[src/rtl/i2s_frame_fifo.sv]
// i2s_frame_fifo
// Pairs per-channel words from the I2S receiver into left/right stereo
// frames, buffers them in a first-word-fall-through FIFO and presents them
// to the mixer over a valid/ready handshake. Single clock domain (sck).
//
// Optional feature macro: I2S_FRAME_FIFO_OVF_CNT_EN
//   When defined, adds the ovf_count port: a saturating 8-bit count of
//   dropped frames, cleared only by rst.
//
// Ports:
//   sck          - bit clock, all logic on the rising edge
//   rst          - synchronous, active-high reset
//   data_in      - completed word from the receiver
//   left_rightn  - 1 = left word, 0 = right word
//   data_en      - one-cycle strobe, word valid this cycle
//   frame_valid  - FIFO head holds a frame
//   frame_ready  - consumer accepts the head this cycle
//   frame_left   - head left sample (0 when empty)
//   frame_right  - head right sample (0 when empty)
//   fifo_level   - number of stored frames, 0..2**DEPTH_LOG2
//   overflow     - one-cycle pulse, a completed frame was dropped
//   ovf_count    - saturating overflow count (macro builds only)
module i2s_frame_fifo #(
  parameter int BITS_PRECISION = 4,
  parameter int DEPTH_LOG2     = 2
) (
  input  logic                      sck,
  input  logic                      rst,
  input  logic [BITS_PRECISION-1:0] data_in,
  input  logic                      left_rightn,
  input  logic                      data_en,
  output logic                      frame_valid,
  input  logic                      frame_ready,
  output logic [BITS_PRECISION-1:0] frame_left,
  output logic [BITS_PRECISION-1:0] frame_right,
  output logic [DEPTH_LOG2:0]       fifo_level,
`ifdef I2S_FRAME_FIFO_OVF_CNT_EN
  output logic                      overflow,
  output logic [7:0]                ovf_count
`else
  output logic                      overflow
`endif
);

  localparam int MSB   = BITS_PRECISION - 1;
  localparam int DEPTH = 2 ** DEPTH_LOG2;
  // A depth-1 FIFO still needs a 1-bit pointer; it simply never leaves 0.
  localparam int PTR_W = (DEPTH_LOG2 > 0) ? DEPTH_LOG2 : 1;
  localparam int LVL_W = DEPTH_LOG2 + 1;

  typedef enum logic {
    WAIT_LEFT  = 1'b0,
    WAIT_RIGHT = 1'b1
  } pair_state_t;

  pair_state_t               state;
  logic [MSB:0]              held_left;
  logic [2*BITS_PRECISION-1:0] mem [DEPTH];
  logic [PTR_W-1:0]          wr_ptr;
  logic [PTR_W-1:0]          rd_ptr;

  logic push_req;
  logic pop;
  logic full;
  logic do_write;
  logic drop;
  logic [2*BITS_PRECISION-1:0] head;

  // Wrap modulo DEPTH rather than relying on natural overflow so that the
  // DEPTH_LOG2 = 0 case behaves correctly.
  function automatic logic [PTR_W-1:0] ptr_inc(input logic [PTR_W-1:0] p);
    if (p == PTR_W'(DEPTH - 1)) return '0;
    return p + PTR_W'(1);
  endfunction

  assign push_req    = (state == WAIT_RIGHT) && data_en && !left_rightn;
  assign frame_valid = (fifo_level != '0);
  assign pop         = frame_valid && frame_ready;
  assign full        = (fifo_level == LVL_W'(DEPTH));
  // When full, a same-cycle pop frees the head slot, which is exactly where
  // wr_ptr points, so the new frame lands behind everything still queued.
  assign do_write    = push_req && (!full || pop);
  assign drop        = push_req && full && !pop;

  assign head        = mem[rd_ptr];
  assign frame_left  = frame_valid ? head[2*BITS_PRECISION-1:BITS_PRECISION] : '0;
  assign frame_right = frame_valid ? head[MSB:0] : '0;

  always_ff @(posedge sck) begin
    if (rst) begin
      state     <= WAIT_LEFT;
      held_left <= '0;
    end else if (data_en) begin
      unique case (state)
        WAIT_LEFT: begin
          if (left_rightn) begin
            held_left <= data_in;
            state     <= WAIT_RIGHT;
          end
        end
        WAIT_RIGHT: begin
          if (left_rightn) begin
            held_left <= data_in;
          end else begin
            state <= WAIT_LEFT;
          end
        end
        default: state <= WAIT_LEFT;
      endcase
    end
  end

  // Frame storage deliberately has no reset.
  always_ff @(posedge sck) begin
    if (!rst && do_write) begin
      mem[wr_ptr] <= {held_left, data_in};
    end
  end

  always_ff @(posedge sck) begin
    if (rst) begin
      wr_ptr     <= '0;
      rd_ptr     <= '0;
      fifo_level <= '0;
      overflow   <= 1'b0;
    end else begin
      overflow <= drop;
      if (do_write) wr_ptr <= ptr_inc(wr_ptr);
      if (pop)      rd_ptr <= ptr_inc(rd_ptr);
      unique case ({do_write, pop})
        2'b10:   fifo_level <= fifo_level + LVL_W'(1);
        2'b01:   fifo_level <= fifo_level - LVL_W'(1);
        default: fifo_level <= fifo_level;
      endcase
    end
  end

`ifdef I2S_FRAME_FIFO_OVF_CNT_EN
  always_ff @(posedge sck) begin
    if (rst) begin
      ovf_count <= '0;
    end else if (drop && (ovf_count != 8'hFF)) begin
      ovf_count <= ovf_count + 8'd1;
    end
  end
`endif

endmodule

[config.mk]
export PLATFORM = sky130hd
export DESIGN_NAME = i2s_frame_fifo
export DESIGN_NICKNAME = d
export VERILOG_FILES = /design/src/rtl/i2s_frame_fifo.sv
export SDC_FILE = /design/constraint.sdc
export NUM_CORES = 1
export LEC_CHECK = 0
export CORE_MARGIN = 3
export CORE_UTILIZATION = 26
export DETAILED_ROUTE_END_ITERATION = 8
export GPL_TIMING_DRIVEN = 0
export HOLD_SLACK_MARGIN = 0.05
export PLACE_DENSITY = 0.4
export SYNTH_ARGS = -nofsm -noshare
export SYNTH_HDL_FRONTEND = slang
export SYNTH_SLANG_ARGS = --single-unit
export TNS_END_PERCENT = 5
[constraint.sdc]
create_clock -name sck -period 2.5 [get_ports sck]
set_clock_uncertainty 0.1 [all_clocks]
set_input_delay 0.5 -clock sck [delete_from_list [all_inputs] [get_ports sck]]
set_output_delay 0.5 -clock sck [all_outputs]
set_load 0.005 [all_outputs]
# Word-level counts from Yosys, hierarchy flattened

Memories as Yosys holds them, arrays and structs flattened. A register that Yosys moved wholly into a read port is not among the register bits.
Index checks and enable logic that the tools add are counted.

Logic and storage cells: 50
Input bits: 9
Register bits after elaboration: 13
Memory bits (writable): 32
Memories kept: 1

Add/sub/neg operators: 4
Reduce and logical (&&, ||, !) cells: 15
Muxes and demuxes: 19
Equal/unequal tests: 5

Memories:

| memory | depth | width | read ports | clocked after memory_dff | write ports | line | RTL |
|---|---|---|---|---|---|---|---|
| mem    | 4     | 8     | 1          | 1                        | 1           | 58   | `logic [2*BITS_PRECISION-1:0] mem [DEPTH];` |

Operators by type and width:

| kind                  | count |
|---|---|
| $mux W2               | 6 |
| $mux W4               | 3 |
| $mux W1               | 9 |
| $logic_and A1 B1 Y1   | 7 |
| $eq A2 B2 Y1 const B  | 3 |
| $pmux W3 S2           | 1 |
| $add A2 B1 Y2 const B | 2 |
| $logic_not A1 Y1      | 4 |
| $add A3 B1 Y3 const B | 1 |
| $eq A3 B3 Y1 const B  | 1 |
| $reduce_bool A3 Y1    | 1 |
| $sub A3 B1 Y3 const B | 1 |
| $eq A2 B1 Y1 const B  | 1 |
| $reduce_and A2 Y1     | 1 |
| $reduce_bool A2 Y1    | 1 |
| $logic_or A1 B1 Y1    | 1 |

# Depth between registers and ports, before layout

Gate-level depths: netlist of the first run.

Depth after elaboration: 7
Depth in mapped cells: 8

# Worst setup path before layout of the first run

Ideal clock, no wire load.

Kind: register to register
Start: register fifo_level[1]
End: register fifo_level[2]
Setup time: 132 ps
Clock period less this slack: 2261 ps
Arrival time: 2029 ps
Buffers on the path: 1
Cell stages (with the launch flop): 9
Slack: 239 ps
Path through: dfxtp_1 -> or3_1 -> clkbuf_1 -> and2_1 -> nand2_1 -> fa_1 -> or3_1 -> a31oi_1 -> a21oi_1

Word-level cells in the longest chain between the ends: 6
Elaborated cells on any way between the ends: 12
Those cells by class: add/sub: 2; eq/ne: 3; mux: 1; reduce/logical: 6

RTL lines:

| what                                              | line | RTL |
|---|---|---|
| start: declaration                                | 36   | `output logic [DEPTH_LOG2:0] fifo_level,` |
| start signal: assignment                          | 131  | `2'b10: fifo_level <= fifo_level + LVL_W'(1);` |
| start signal: assignment                          | 132  | `2'b01: fifo_level <= fifo_level - LVL_W'(1);` |
| start signal: assignment                          | 133  | `default: fifo_level <= fifo_level;` |
| $reduce_bool A3 Y1 *                              | 77   | `assign frame_valid = (fifo_level != '0);` |
| named net frame_valid                             | 32   | `output logic frame_valid,` |
| $logic_and A1 B1 Y1 *                             | 78   | `assign pop = frame_valid && frame_ready;` |
| $logic_or A1 B1 Y1                                | 82   | `assign do_write = push_req && (!full \|\| pop);` |
| $logic_and A1 B1 Y1                               | 82   |  |
| $eq A2 B1 Y1 or $eq A2 B2 Y1 (tied branches)      | 130  | `unique case ({do_write, pop})` |
| $pmux W3 S2 or $reduce_bool A2 Y1 (tied branches) | --   |  |

The timed path passes the listed nets; every way through them passes the cells marked *.
A chain may end at the register's enable or synchronous reset.

==> impl_results.rst, run 1 <==
.. list-table::
   :header-rows: 1

   * - Metric
     - Value
   * - Run status
     - finished, final reports clean
   * - Area used by sequential logic in the layout
     - around 1300 um^2
   * - Number of flops mapped to enable cells by yosys
     - 32
   * - # clock sinks
     - 47
   * - Wirelength, routed
     - 3860 um
   * - Total area of multi-input combinational cells
     - approximately 650 um^2
   * - Clock-pin transition on the worst setup and hold timing paths
     - around 90 ps
   * - Site Rows
     - 30
   * - Biggest area contributors in the synthesized netlist
     - edfxtp_1, dfxtp_1, mux4_2, and2_1, ha_1
   * - Largest net degree at the start of global routing
     - 17
   * - Via count of the first global-routing pass
     - 1,162
   * - Number of synthesis warnings
     - 0
   * - Sw Ratio
     - between 20% and 30%
   * - Vias per cell
     - between 4 and 5
   * - Drt wl/cell
     - around 15 um
   * - Top cell type by total area after synthesis
     - edfxtp_1
   * - Clock buffer count from CTS
     - 5
   * - Period utilization
     - a little over nine tenths
   * - Number of instances in the synthesized netlist
     - 136
   * - Area of the die
     - ~8500 um^2
   * - Class of the most critical setup path
     - reg -> out
   * - Insertion delay of the later-clocked pin in the worst-skew pair
     - 290 ps
   * - Leak
     - roughly 0.85 nW
   * - Final worst setup slack
     - approximately 80 ps
   * - Async S/R FF share, synth
     - 0%
   * - Gr usage total
     - around 9.8%
   * - Pins over their slew limit
     - 0
   * - Largest buffer count on any clock path
     - 2
   * - Global-route wire length before repair
     - roughly 6300 um
   * - CORE AREA
     - about 7000 um^2
   * - Clock period minus final worst setup slack
     - ~2400 ps
   * - Effective utilization at floorplan
     - roughly 28%
   * - RSZ-0062 raised after global routing
     - no
   * - Critical path buffer and inverter count
     - 2
   * - Number of DRC markers after the initial detailed-route iteration
     - 32
   * - Gate family responsible for the most delay along the worst path
     - buffers and inverters
   * - Actual slew at the worst max-slew pin
     - approximately 520 ps
   * - Relative max-transition margin
     - approximately 65%
   * - Root Buffer
     - clkbuf_8
   * - Total setup violations reported at the end of the flow
     - 0
   * - Endpoints failing hold
     - 0
   * - Fraction of final layout cells sized beyond drive strength 1
     - 17.9%
   * - Deepest level of the CTS H-tree
     - 2
   * - Net Count, Synth
     - about 150
   * - Stage delay of the slowest cell on the critical path
     - 470 ps
   * - GR Overflow Total
     - 0
   * - Horizontal die dimension
     - between 90 and 100 um
   * - Share of the yosys chip area belonging to registers
     - about two thirds
   * - Number of hold buffers added after cts
     - 0
   * - HP Class
     - reg -> reg
   * - Remaining number of nets flagged by the antenna check after routing
     - 0
   * - TritonCTS clock tree
     - built
   * - Worst setup EP type
     - primary output
   * - Buffers on Ports
     - 21
   * - Number of vias after detailed routing
     - 1,141
   * - Top-area cell type share of the netlist area
     - between 40% and 50%
   * - Part of the total power dissipated in combinational logic
     - between 10% and 20%
   * - Number of distinct standard cells referenced by the synthesized netlist
     - 27
   * - Crit path launch type
     - register
   * - Place WS
     - -484 ps
   * - Antenna violations before repair
     - 0
   * - Worst supply voltage drop on vdd
     - 240 uV
   * - Diodes inserted
     - 0
   * - Post-layout nets
     - around 180
   * - Required time at the endpoint of the critical path
     - about 1900 ps
   * - Fillers
     - between 700 and 800
   * - Area growth syn-to-layout
     - 25.3%
   * - Mean Syn Cell Area
     - 14.3 um^2
   * - Achievable frequency
     - about 410 MHz
   * - Proportion of power drawn by flip-flops and latches
     - between 50 and 60%
   * - Cell with the largest stage delay on the worst path
     - mux4_2
   * - Placed instance area
     - between 2000 and 2500 um^2
   * - Critical path cell sequence
     - buf_12 > mux4_2 > and2_1 > clkdlybuf4s50_1
   * - Mapped cell area
     - about 1900 um^2
   * - Clock network fraction of total power
     - between 30% and 40%
   * - Max cap viols
     - 0
   * - Internal power consumption
     - 1.28 mW
   * - Number of storage elements in the synthesis netlist
     - 47
   * - Arrival time at the worst endpoint
     - between 1500 and 2000 ps
   * - Post-route standard cell area excluding fillers
     - between 2000 and 2500 um^2
   * - Maximum fanout along the worst path
     - 7
   * - Power density of the placed cells
     - 683 nW/um^2
   * - Height of the die
     - a little over 90 um
   * - Residual DRC count
     - 0
   * - Routability Congestion
     - approximately 0.7
   * - Detailed-placement wirelength estimate
     - about 2700 um
   * - Top-level port count
     - 22
   * - Iteration count of the initial detailed-routing pass
     - 4
   * - Net Sw Power
     - roughly 380 uW
   * - Main flop type after synthesis
     - edfxtp_1
[synthesized netlist by cell type (2+ instances only)]
cell type / n
nand2_1: 14
edfxtp_1: 32
or3_1: 4
a21o_1: 2
clkbuf_1: 3
buf_2: 2
nand2b_1: 2
mux4_2: 8
nand3_1: 5
ha_1: 5
inv_1: 4
and2_1: 13
dfxtp_1: 15
nor2_1: 5
a21oi_1: 10
[per-layer routing]
metal	global-route usage [%]	vias up	routed length (um)
met1	12.0	564	1770
met5	0	-	0
met4	3.34	0	36
li1	-	560	-
met3	2.52	4	97
met2	16.6	13	1960
[timing repair]
item	in CTS	in global routing
gates resized for setup	15	2
cloned	0	0
setup buffers	0	5
endpoints found under the setup margin	11	3
[sequential cells by signal, indices dropped and copies added (netlist names), named ones only]
| register | cells |
|---|---|
| state | 1 |
| overflow | 1 |
| wr_ptr | 2 |
| mem | 32 |
| rd_ptr | 2 |
| fifo_level | 3 |
| held_left | 4 |
[kinds of logic (layout without fill, tap and decap cells)]
logic type / after synthesis / after routing / share of synthesized area [%]
flip-flops: 47 / 47 / 65.0
AND/OR/NAND/NOR: 48 / 48 / 13.7
buffers and inverters: 9 / 41 / 1.87
AO/OA/AOI/OAI: 16 / 16 / 4.84
multiplexers: 10 / 10 / 10.4
adder cells (fa/ha/maj): 6 / 6 / 4.26
[worst min-delay path, cell delays in order, from the launching register on]
cell	delay (ps)
dfxtp_1	330
nand2_1	50
a21oi_1	70
[metrics by stage]
stage | hold slack, ps | setup TNS, ps | std cells | utilization, % | power (mW)
finish | 391 | 0 | 264 | 34.7 | 1.66
global route | 417 | 0 | 264 | 34.7 | 1.74
CTS | 389 | 0 | 259 | 34.1 | 1.66
detailed placement | 381 | -8880 | 253 | 32.4 | 1.10
global placement | 372 | -7560 | 253 | 32.4 | 1.10
floorplan | 354 | 0 | 136 | - | 0.989
[power by group through the flow]
stage               combinational, mW  sequential, mW  clock, mW
floorplan                       0.114           0.875          0
finish                          0.235           0.865      0.562
CTS                             0.222           0.865      0.577
global route                    0.260           0.868      0.611
detailed placement              0.224           0.879          0
global placement                0.221           0.878          0
[final timing paths]
| path | end | startpoint | depth (start not counted) | slack (ps) |
|---|---|---|---|---|
| max | frame_right[1] | register | 4 | 80 |
| min | register | rd_ptr[1]$_SDFFE_PP0N_ | 2 | 390 |
| max reg2reg | fifo_level[2]$_SDFFE_PP0P_ | fifo_level[1]$_SDFFE_PP0P_ | 7 | 210 |
| min reg2reg | register | rd_ptr[1]$_SDFFE_PP0N_ | 2 | 390 |
[cell usage in the layout (no fill, tap or decap)]
cell / n
dlygate4sd2_1: 7
nand2_1: 14
nor3_1: 1
a31oi_1: 1
dfxtp_1: 13
inv_1: 4
edfxtp_1: 32
bufinv_16: 1
mux2_1: 1
nand3b_2: 1
a21oi_1: 10
buf_2: 1
fa_1: 1
nor2b_4: 1
buf_12: 1
inv_6: 1
clkinvlp_4: 1
mux4_2: 8
or3_1: 3
clkdlybuf4s50_1: 13
buf_4: 5
clkdlybuf4s15_1: 1
o21ai_0: 1
or4b_4: 1
a21o_1: 2
clkbuf_8: 5
nand3_1: 5
nor2_1: 5
o2111ai_1: 1
mux2i_1: 1
ha_1: 5
nand2b_1: 2
a2111oi_0: 1
and2_1: 12
and2_4: 1
dfxtp_2: 2
nor4_1: 1
clkbuf_1: 1
or3_4: 1
[cell type report]
cell class                      instances  area share [%]
Sequential cell                        47            52.0
Multi-Input combinational cell         80            26.7
Timing Repair Buffer                   26            9.83
Tap cell                               96            4.94
Clock buffer                            5            2.83
Clock inverter                          3            1.90
Buffer                                  3            1.18
Inverter                                4           0.617
No activity file was read; power rests on OpenSTA's default activity.
==> run 2, diff against run 1 <==
--- a/config.mk
+++ b/config.mk
@@ -5,12 +5,13 @@
 export SDC_FILE = /design/constraint.sdc
 export NUM_CORES = 1
 export LEC_CHECK = 0
-export CORE_MARGIN = 3
+export CELL_PAD_IN_SITES_DETAIL_PLACEMENT = 0
+export CELL_PAD_IN_SITES_GLOBAL_PLACEMENT = 2
 export CORE_UTILIZATION = 26
 export DETAILED_ROUTE_END_ITERATION = 8
 export GPL_TIMING_DRIVEN = 0
 export HOLD_SLACK_MARGIN = 0.05
-export PLACE_DENSITY = 0.4
+export PLACE_DENSITY = 0.53
 export SYNTH_ARGS = -nofsm -noshare
 export SYNTH_HDL_FRONTEND = slang
 export SYNTH_SLANG_ARGS = --single-unit
==> run 2 against run 1 <==
Routed wire length rose by 1.3%. Critical endpoint is now fifo_level[2]$_SDFFE_PP0P_. Hold slack got worse by 8.6 ps. Power fell by 0.75%. Non-clock buffer count is 5 lower. Clock power increased by 0.9%. Final area fell by 1.1%.
==> impl_results.rst, run 2 (same netlist as run 1, synthesis figures left out) <==
.. list-table::
   :header-rows: 1

   * - Metric
     - Value
   * - Maximum fanout along the worst path
     - 6
   * - Fillers
     - 747
   * - HP Class
     - reg -> reg
   * - Site Rows
     - 31
   * - Critical path cell sequence
     - clkdlybuf4s50_1 > and2_4 > nand2_1 > fa_1 > or3_1 > a31oi_1 > a21oi_1
   * - RSZ-0062 raised after global routing
     - no
   * - Wirelength, routed
     - around 3900 um
   * - Area of the die
     - between 7000 and 8000 um^2
   * - Cells after DPL
     - 256
   * - Max cap viols
     - 0
   * - Largest buffer count on any clock path
     - 2
   * - Top layer used by detailed routing
     - met4
   * - Arrival time at the worst endpoint
     - between 2000 and 2500 ps
   * - GR Overflow Total
     - 0
   * - TritonCTS clock tree
     - built
   * - CORE AREA
     - 7210 um^2
   * - Residual DRC count
     - 0
   * - Global-route wire length before repair
     - approximately 6400 um
   * - Insertion delay of the later-clocked pin in the worst-skew pair
     - approximately 290 ps
   * - Area growth syn-to-layout
     - 24.0%
   * - Count of non-filler cells in the finished layout
     - about 260
   * - Largest net degree at the start of global routing
     - 15
   * - Worst setup EP type
     - register
   * - Detailed-placement wirelength estimate
     - 2750 um
   * - Area used by sequential logic in the layout
     - 1260 um^2
   * - Class of the most critical setup path
     - in -> reg
   * - Required time at the endpoint of the critical path
     - 2560 ps
   * - Remaining number of nets flagged by the antenna check after routing
     - 0
   * - Antenna violations before repair
     - 0
   * - Clock buffer count from CTS
     - 5
   * - Leak
     - just under 0.9 nW
   * - Horizontal die dimension
     - between 80 and 90 um
   * - Crit path launch type
     - primary input
   * - Util after Layout
     - approximately 33%
   * - Buffers on Ports
     - 21
   * - Clock-pin transition on the worst setup and hold timing paths
     - ~90 ps
   * - Total setup violations reported at the end of the flow
     - 0
   * - Largest register FFs
     - 32
   * - Number of hold buffers added after cts
     - 0
   * - Most common library cell in the layout ignoring fill and taps
     - edfxtp_1
   * - Routed wire length on met3
     - about 120 um
   * - Via count of the first global-routing pass
     - 1,217
   * - Cell with the largest stage delay on the worst path
     - clkdlybuf4s50_1
   * - Iteration count of the initial detailed-routing pass
     - 4
   * - Post-layout nets
     - 177
   * - Pins over their slew limit
     - 0
   * - Period utilization
     - around 94%
   * - Worst supply voltage drop on vdd
     - 248 uV
   * - Fraction of final layout cells sized beyond drive strength 1
     - between 10% and 20%
   * - Top-level port count
     - 22
   * - Gate family responsible for the most delay along the worst path
     - simple AND/OR/NAND/NOR gates
   * - Endpoints failing hold
     - 0
   * - Run status
     - finished, final reports clean
   * - Deepest level of the CTS H-tree
     - 2
   * - Registers with the most flip-flops
     - mem x32, held_left x4, fifo_level x3
   * - WL met1
     - about 1700 um
   * - Clock period minus final worst setup slack
     - between 2000 and 2500 ps
   * - # clock sinks
     - between 40 and 50
   * - Highest-count cells in the layout ignoring fill and taps
     - edfxtp_1, nand2_1, and2_1, dfxtp_1, clkdlybuf4s50_1
   * - Number of DRC markers after the initial detailed-route iteration
     - 26
   * - Drt wl/cell
     - around 15 um
   * - Critical path buffer and inverter count
     - 1
   * - Sum of negative setup slack
     - 0 ps
   * - Height of the die
     - just under 90 um
   * - Gr usage total
     - approximately 12%
   * - Actual slew at the worst max-slew pin
     - 553 ps
   * - Diodes inserted
     - 0
   * - Root Buffer
     - clkbuf_8
   * - Sum of met2 wire segment lengths after detailed routing
     - 1990 um
   * - Achievable frequency
     - roughly 420 MHz
   * - Number of vias after detailed routing
     - between 1k and 1.5k
   * - Total area of multi-input combinational cells
     - about 650 um^2
   * - Power density of the placed cells
     - a little under 700 nW/um^2
   * - Effective utilization at floorplan
     - between 20% and 30%
   * - Relative max-transition margin
     - between 60% and 70%
   * - Vias per cell
     - roughly 4.4
   * - Top register by number of flip-flops
     - mem
   * - Routability Congestion
     - about 0.66
   * - Stage delay of the slowest cell on the critical path
     - around 570 ps
## run 2: final timing paths
check	start	to	slack [ps]	cells past startpoint
setup / recovery	frame_ready	fifo_level[2]$_SDFFE_PP0P_	140	7
hold / removal	rd_ptr[1]$_SDFFE_PP0N_	register	380	2
setup reg to reg	fifo_level[1]$_SDFFE_PP0P_	fifo_level[2]$_SDFFE_PP0P_	220	7
hold reg to reg	rd_ptr[1]$_SDFFE_PP0N_	register	380	2
## run 2: final cells by class
class / instances / share of cell area [%]
clock buffer: 6 / 3.43
multi-input combinational: 80 / 27.0
clock inverter: 2 / 1.46
tap: 99 / 5.15
timing repair buffer: 21 / 8.53
sequential: 47 / 52.6
buffer: 3 / 1.20
inverter: 4 / 0.624
## run 2: metal layers
| layer | up-vias | global-route usage (%) |
|---|---|---|
| li1 | 551 | - |
| met1 | 570 | 13.6 |
| met2 | 17 | 20.1 |
| met3 | 6 | 2.80 |
| met4 | 0 | 4.40 |
| met5 | - | 0 |
## run 2: worst reg2reg max path, delay by kind of cell (launching register included)
family          cells  cell delay (ps)
flops               1              470
compound gates      2              260
fa+ha+maj           1              440
simple gates        4              880
## run 2: timing repair
action | in CTS | in global routing
setup buffers | 0 | 0
endpoints found under the setup margin | 17 | 4
gates resized for setup | 14 | 7
## run 2: per-stage QoR
stage	setup slack (ps)	hold slack, ps	total power [mW]	cell area [um^2]
CTS	1.68	391	1.68	2400
finish	139	383	1.65	2410
global route	23.6	410	1.73	2410
floorplan	239	354	0.989	1940
detailed placement	-485	382	1.10	2270
global placement	-421	367	1.10	2270
## run 2: report_power, final
part,switching [mW],internal (mW)
Sequential,0.0203,0.846
Clock,0.243,0.323
Combinational,0.0940,0.122
Total,0.358,1.29
